**src/rtl/training_pkg.sv**
```systemverilog
// training_pkg: shared FSM state encoding and optimizer-select codes for the training controller.
package training_pkg;
  typedef enum logic [2:0] {IDLE, EVAL, START, WAIT, DONE} state_e;
  localparam logic [1:0] SEL_NONE = 2'b00;
  localparam logic [1:0] SEL_ADAM = 2'b01;
  localparam logic [1:0] SEL_MANH = 2'b10;
endpackage

```
**src/rtl/training_ctrl_fsm_popcount.sv**
```systemverilog
// flag_popcount: combinational count of set comparator flags.
module flag_popcount #(
  parameter int NUM_FLAGS = 6
) (
  input  logic [NUM_FLAGS-1:0]         flags_i,
  output logic [$clog2(NUM_FLAGS+1)-1:0] count_o
);
  localparam int CW = $clog2(NUM_FLAGS + 1);
  always_comb begin
    count_o = '0;
    for (int i = 0; i < NUM_FLAGS; i++) count_o = count_o + CW'(flags_i[i]);
  end
endmodule

```
**src/rtl/training_ctrl_fsm.sv**
```systemverilog
// training_ctrl_fsm: epoch sequencer choosing Adam/Manhattan per evaluation, ending on convergence streak or epoch limit.
module training_ctrl_fsm
  import training_pkg::*;
#(
  parameter int NUM_FLAGS  = 6,
  parameter int EPOCH_W    = 16,
  parameter int PATIENCE_W = 4
) (
  input  logic                           clk,
  input  logic                           rst,
  input  logic                           training_mode,
  input  logic                           flags_valid,
  input  logic [NUM_FLAGS-1:0]           flag_vectors_comparator,
  input  logic [$clog2(NUM_FLAGS+1)-1:0] manh_min,
  input  logic [EPOCH_W-1:0]             max_epochs,
  input  logic [PATIENCE_W-1:0]          patience,
  input  logic                           opt_done,
  output logic                           opt_start,
  output logic                           adam_signal,
  output logic                           manhatten_signal,
  output logic                           training_done,
  output logic                           training_timeout,
  output logic                           busy,
  output logic [EPOCH_W-1:0]             epoch_count
);
  localparam int CW = $clog2(NUM_FLAGS + 1);
  state_e                state_q, state_d;
  logic [EPOCH_W-1:0]    epoch_q, epoch_d, epoch_inc;
  logic [PATIENCE_W-1:0] streak_q, streak_d;
  logic [PATIENCE_W:0]   streak_nxt, need;
  logic [1:0]            sel_q, sel_d, sel_new;
  logic                  start_q, start_d, done_q, done_d, timeout_q, timeout_d, busy_q, busy_d;
  logic [CW-1:0]         pc;
  logic                  all_set, limit_hit;
  flag_popcount #(.NUM_FLAGS(NUM_FLAGS)) u_popcount (
    .flags_i (flag_vectors_comparator),
    .count_o (pc)
  );
  assign all_set    = pc == CW'(NUM_FLAGS);
  assign sel_new    = (pc >= manh_min) ? SEL_MANH : SEL_ADAM;
  assign streak_nxt = {1'b0, streak_q} + (PATIENCE_W+1)'(1);
  assign need       = (patience == '0) ? (PATIENCE_W+1)'(1) : {1'b0, patience};
  assign epoch_inc  = (&epoch_q) ? epoch_q : epoch_q + EPOCH_W'(1);
  // Below the limit epoch_q never wraps, so a plain compare against max_epochs is safe.
  assign limit_hit  = (max_epochs != '0) && (epoch_q + EPOCH_W'(1) == max_epochs);
  always_comb begin
    state_d   = state_q;
    epoch_d   = epoch_q;
    streak_d  = streak_q;
    sel_d     = sel_q;
    done_d    = done_q;
    timeout_d = timeout_q;
    if (!training_mode) begin
      state_d   = IDLE;
      epoch_d   = '0;
      streak_d  = '0;
      sel_d     = SEL_NONE;
      done_d    = 1'b0;
      timeout_d = 1'b0;
    end else begin
      case (state_q)
        IDLE: begin
          state_d  = EVAL;
          epoch_d  = '0;
          streak_d = '0;
        end
        EVAL: if (flags_valid) begin
          if (all_set) begin
            streak_d = streak_nxt[PATIENCE_W-1:0];
            state_d  = (streak_nxt >= need) ? DONE : EVAL;
            done_d   = streak_nxt >= need;
          end else begin
            streak_d = '0;
            sel_d    = sel_new;
            state_d  = START;
          end
        end
        START: state_d = WAIT;
        WAIT: if (opt_done) begin
          epoch_d   = epoch_inc;
          sel_d     = SEL_NONE;
          state_d   = limit_hit ? DONE : EVAL;
          done_d    = limit_hit;
          timeout_d = limit_hit;
        end
        default: ;
      endcase
    end
    start_d = state_d == START;
    busy_d  = (state_d != IDLE) && (state_d != DONE);
  end
  always_ff @(posedge clk) begin
    if (rst) begin
      state_q   <= IDLE;
      epoch_q   <= '0;
      streak_q  <= '0;
      sel_q     <= SEL_NONE;
      start_q   <= 1'b0;
      done_q    <= 1'b0;
      timeout_q <= 1'b0;
      busy_q    <= 1'b0;
    end else begin
      state_q   <= state_d;
      epoch_q   <= epoch_d;
      streak_q  <= streak_d;
      sel_q     <= sel_d;
      start_q   <= start_d;
      done_q    <= done_d;
      timeout_q <= timeout_d;
      busy_q    <= busy_d;
    end
  end
  assign opt_start        = start_q;
  assign adam_signal      = sel_q[0];
  assign manhatten_signal = sel_q[1];
  assign training_done    = done_q;
  assign training_timeout = timeout_q;
  assign busy             = busy_q;
  assign epoch_count      = epoch_q;
endmodule

```
**config.mk**
```make
export PLATFORM = sky130hd
export DESIGN_NAME = training_ctrl_fsm
export DESIGN_NICKNAME = d
export VERILOG_FILES = /design/src/rtl/training_pkg.sv /design/src/rtl/training_ctrl_fsm_popcount.sv /design/src/rtl/training_ctrl_fsm.sv
export SDC_FILE = /design/constraint.sdc
export NUM_CORES = 1
export LEC_CHECK = 0
export CORE_ASPECT_RATIO = 1.5
export CORE_MARGIN = 2
export CORE_UTILIZATION = 54
export DETAILED_ROUTE_END_ITERATION = 16
export MAX_ROUTING_LAYER = met4
export PLACE_DENSITY = 0.83
export SLEW_MARGIN = 20
export SYNTH_ARGS = -nofsm -noshare
export SYNTH_HDL_FRONTEND = slang
export SYNTH_SLANG_ARGS = --single-unit
```
**constraint.sdc**
```tcl
create_clock -name clk -period 5.8 [get_ports clk]
set_input_delay 0.58 -clock clk [delete_from_list [all_inputs] [get_ports clk]]
set_output_delay 0.58 -clock clk [all_outputs]
set_load 0.005 [all_outputs]
```
======== Word level (Yosys, flattened, before mapping) ========
Index checks and enable logic that the tools add are counted.
word-level totals
  output and inout bits ................... 22
  logic and storage cells ................. 69
  register bits after elaboration ......... 29
cells by class
  bitwise operators ....................... 1
  magnitude comparators ................... 2
  reduce and logical (&&, ||, !) cells .... 16
  equal/unequal tests ..................... 12
  add/sub/neg operators ................... 7
  multiplexer cells ....................... 23
operators by type and width
  cell                     count
  $mux W16                 2
  $pmux W16 S2             1
  $mux W3                  6
  $add A16 B1 Y16 const B  1
  $eq A16 B16 Y1           1
  $reduce_and A16 Y1       1
  $reduce_bool A16 Y1      1
  $add A3 B1 Y3            4
  $mux W4                  3
  $pmux W3 S4              1
  $ne A2 B2 Y1 const B     5
  $eq A3 B2 Y1 const B     3
  $mux W2                  4
  $pmux W4 S2              1
  $reduce_and A4 Y1        2
  $reduce_bool A2 Y1       3
  $add A4 B1 Y5 const B    1
  $ge A5 B4 Y1             1
  $logic_not A4 Y1         1
  $pmux W2 S2              1
  $reduce_and A2 Y1        2
  $eq A3 B1 Y1 const B     1
  $eq A3 B3 Y1 const B     1
  $ge A3 B3 Y1             1
  10 further kinds         13

======== Depth between registers and ports, before layout ========
  depth after elaboration ................. 12
  mapped depth ............................ 14
  depth with buffers taken out ............ 14

======== Hierarchy ========
A second synthesis with hierarchy kept.
unflattened totals
  cell total of the unflattened synthesis .. 295
  area, all modules ....................... 2233.4 µm²
by module, submodules not included
  module             area an instance (µm²)  cells each  times used  seq. area each (µm²)
  training_ctrl_fsm  2130.8                  283         1           580.6
  flag_popcount      102.6                   12          1           0.0

======== Least setup slack after synthesis ========
Ideal clock, no wire load.
  path kind ............................... in2reg
  start ................................... input flag_vectors_comparator[0]
  end ..................................... register start_q (netlist: opt_start)
  required time ........................... 5.669 ns
  data arrival time ....................... 3.227 ns
  stages .................................. 12
  setup time .............................. 0.131 ns
  slack ................................... 2.442 ns
  path through ............................ ha_1 inv_1 fa_1 inv_1 fa_1 inv_1 fa_1 nor3_1 nand3_1 nor3_1 a21oi_1 nor4b_1
between the ends
  word-level cells in the longest chain between the ends .. 11
RTL lines
  element                      RTL line                          RTL
  start: declaration           training_ctrl_fsm.sv:13           input logic [NUM_FLAGS-1:0] flag_vectors_comparator,
  $add A1 B1 Y2                training_ctrl_fsm_popcount.sv:11  for (int i = 0; i < NUM_FLAGS; i++) count_o = count_o + CW'(flags_i[i]);
  $add A3 B1 Y3 (4 in series)  training_ctrl_fsm_popcount.sv:11
  $eq A3 B3 Y1                 training_ctrl_fsm.sv:39           assign all_set = pc == CW'(NUM_FLAGS);
  $mux W3                      training_ctrl_fsm.sv:68           if (all_set) begin
  $mux W3                      training_ctrl_fsm.sv:67           EVAL: if (flags_valid) begin
  $pmux W3 S4                  training_ctrl_fsm.sv:61           case (state_q)
  $mux W3                      training_ctrl_fsm.sv:53           if (!training_mode) begin
  $eq A3 B2 Y1                 training_ctrl_fsm.sv:89           start_d = state_d == START;
  end signal: assignment       training_ctrl_fsm.sv:107          start_q <= start_d;
  end: declaration             training_ctrl_fsm.sv:32           logic start_q, start_d, done_q, done_d, timeout_q, timeout_d, busy_q, busy_d;
No other way between the ends.
A chain may end at the register's enable or synchronous reset.

======== Final worst setup path ========
Ends and elaborated chain as after synthesis.

==> run metrics <==
maximum fanout along the worst path=5; largest net degree at the start of global routing=18; Detail Placement HPWL=between 5000 and 6000 um; Final Cycle Share=between 60% and 70%; final worst slack=2020 ps; most common cell after layout, fill and taps aside=clkdlybuf4s50_1; R2R Setup Slk=around 2900 ps; Max-slew headroom=about half; VDD IR max=around 170 uV; post-cts resize count=0; Lkg Pwr=between 1 and 1.5 nW; maxcap violations=0; post-synthesis cell type count=56; ys async rst share=0%; Setup CP Type=primary input to flop; H-tree depth=2; WL per Instance=16.3 um; Power Dens Cells=about 150 mW/mm^2; R2R cell count=7; global route overflow=0; Antenna diodes=0; worst hold margin=roughly 450 ps; die area=0.00491 mm^2; Synth Instances=slightly above 300; Core Util, Final=about 71%; routed vias/inst=6.20; Crit path required time=between 5000 and 6000 ps; commonest non-fill, non-tap cells in the layout=clkdlybuf4s50_1, dfxtp_1, a21oi_1; unrepaired setup endpoints after global routing=false; setup_tns=0 ps; top cells by area, synth=dfxtp_1, a21oi_1, ha_1, xnor2_1, inv_1; cell area after synthesis=around 0.0024 mm^2; share of the synthesized area in the top cell type=around 25%; Starting Density=between 50 and 60%; Cell Rows=29; Clock Root Buffer=clkbuf_8; Mapped Nets=352; Crit path arrival time=3940 ps; first-iteration detailed-routing DRC count=101; clk_lat worst skew=around 280 ps; GRT Resource Usage Total=28.8%; Fin. Hold Viols=0; first-pass GRT wire length=~11000 um; initial antenna violation count=0; pin slew with the least headroom to its limit=about 760 ps; vias=between 2000 and 2500; CP startpoint=flag_vectors_comparator[0]; crit path time final=3780 ps; ys flop type=dfxtp_1; IO buf count=between 50 and 60; status=finished, final reports clean; Avg Cell Area, Syn=about 7.7 um^2; Num CTS Buffers=5; Die Ht=84.8 um; CP startpoint kind=primary input; layout cell share with drive strength beyond 1=around 3.9%; Slew Viols, Final=0; Top-Level Pins=56; DR DRC count=0; CTS max path bufs=2; fmax=approximately 260 MHz; Clock Sinks=29; Seq/Total Area, Yosys=24.7%; reg2reg start=epoch_count[0]; pre-CTS setup slack=between 1500 and 2000 ps; hold path cells=2; 1st-pass router iterations=4; vias in the first global route=2356; Final Skew=6.05 ps; Hold/Removal Path Class=flop to flop; reg2reg end=epoch_count[3]; TritonCTS clock tree=yes; placed cell count=roughly 400; final setup fails=0; core area=between 0.004 and 0.005 mm^2; Fill cells=around 350; crit end category=flop; Routed WL=between 6000 and 7000 um; gpl congestion=between 0.9 and 1; Reg clk slew, reported paths=70 ps; # Post-CTS Setup Buffers=0; cell taking the most area after synthesis=dfxtp_1; YS warnings=0; chip width=57.9 um; crit path to=opt_start; Post-synth EDFFs=0; Final Non-Filler Cells=about 400; Yosys reg bits=29; Area Overhead vs Synth=26.6%; Post-DRT Antenna Nets=0; nets=roughly 400; Post-CTS Hold Buffers=0
-- layer usage --
metal  global-route usage [%]  vias up  wire length (um)
met5                        -        -                 0
met4                     12.9        0               226
met3                     4.57       18               308
met2                     50.2       87              3500
met1                     31.4     1160              2510
li1                         -     1223                 -
-- worst min-delay path by stage --
stage | from | to
5_1_grt | sel_q[1] | sel_q[1]
3_5_place_dp | sel_q[1] | sel_q[1]
2_1_floorplan | sel_q[1] | sel_q[1]
3_3_place_gp | sel_q[1] | sel_q[1]
4_1_cts | sel_q[1] | sel_q[1]
6_report | sel_q[1] | sel_q[1]
-- cells in the mapped netlist, types with 3 or more instances --
master    number
a221o_1        5
nand2b_1       7
xnor2_1       14
inv_1         22
and3_1         9
dfxtp_1       29
nor2_1        21
or3_1          3
clkbuf_1       9
nor3_1         7
a22oi_1        3
xor2_1         5
fa_1           3
or4_1          3
nand4_1        7
nand3_1       10
a31oi_1        4
o21ai_0       16
nand3b_1       3
ha_1          10
a21oi_1       28
nor2b_1        8
nor3b_1        6
nor4_1         8
nand2_1       22
-- cell families after synthesis --
group / synth area share [%]
adder cells (fa/ha/maj): 7.87
XOR/XNOR: 7.07
multiplexers: 0.426
AO/OA/AOI/OAI: 22.7
buffers and inverters: 6.28
AND/OR/NAND/NOR: 31.0
flip-flops: 24.7
-- final cells by class --
cell class	instances	area, um^2	share of cell area [%]
multi-input combinational	241	1620	54.5
sequential	29	581	19.5
clock inverter	2	10.0	0.336
tap	46	57.6	1.93
timing repair buffer	55	551	18.5
inverter	22	82.6	2.77
clock buffer	6	72.6	2.44
-- per-stage QoR --
step / area [um^2] / total power, mW
detailed placement: 2900 / 0.297
global placement: 2900 / 0.295
floorplan: 2350 / 0.256
CTS: 2980 / 0.457
global route: 2980 / 0.480
finish: 2980 / 0.457
-- power breakdown --
group | switching, mW | leakage [nW] | internal, mW
clock network | 0.0809 | 0.0450 | 0.0830
registers | 0.00175 | 0.234 | 0.201
logic | 0.0441 | 0.834 | 0.0460
-- registers in the layout, summed over array words and instances, names as in the netlist --
signal / count
epoch_count: 16
training_timeout: 1
streak_q: 4
state_q: 3
sel_q: 2
busy: 1
training_done: 1
opt_start: 1
-- worst max-delay path, cell delays in order --
cell and delay [ps]:
clkdlybuf4s50_1 400, ha_1 270, inv_1 50, fa_1 470, inv_1 50, fa_1 350, inv_1 70, fa_1 420
nor3_1 390, nand3_1 160, nor3_1 410, a21oi_1 160, nor4b_1 160
No activity file was read; power rests on OpenSTA's default activity.
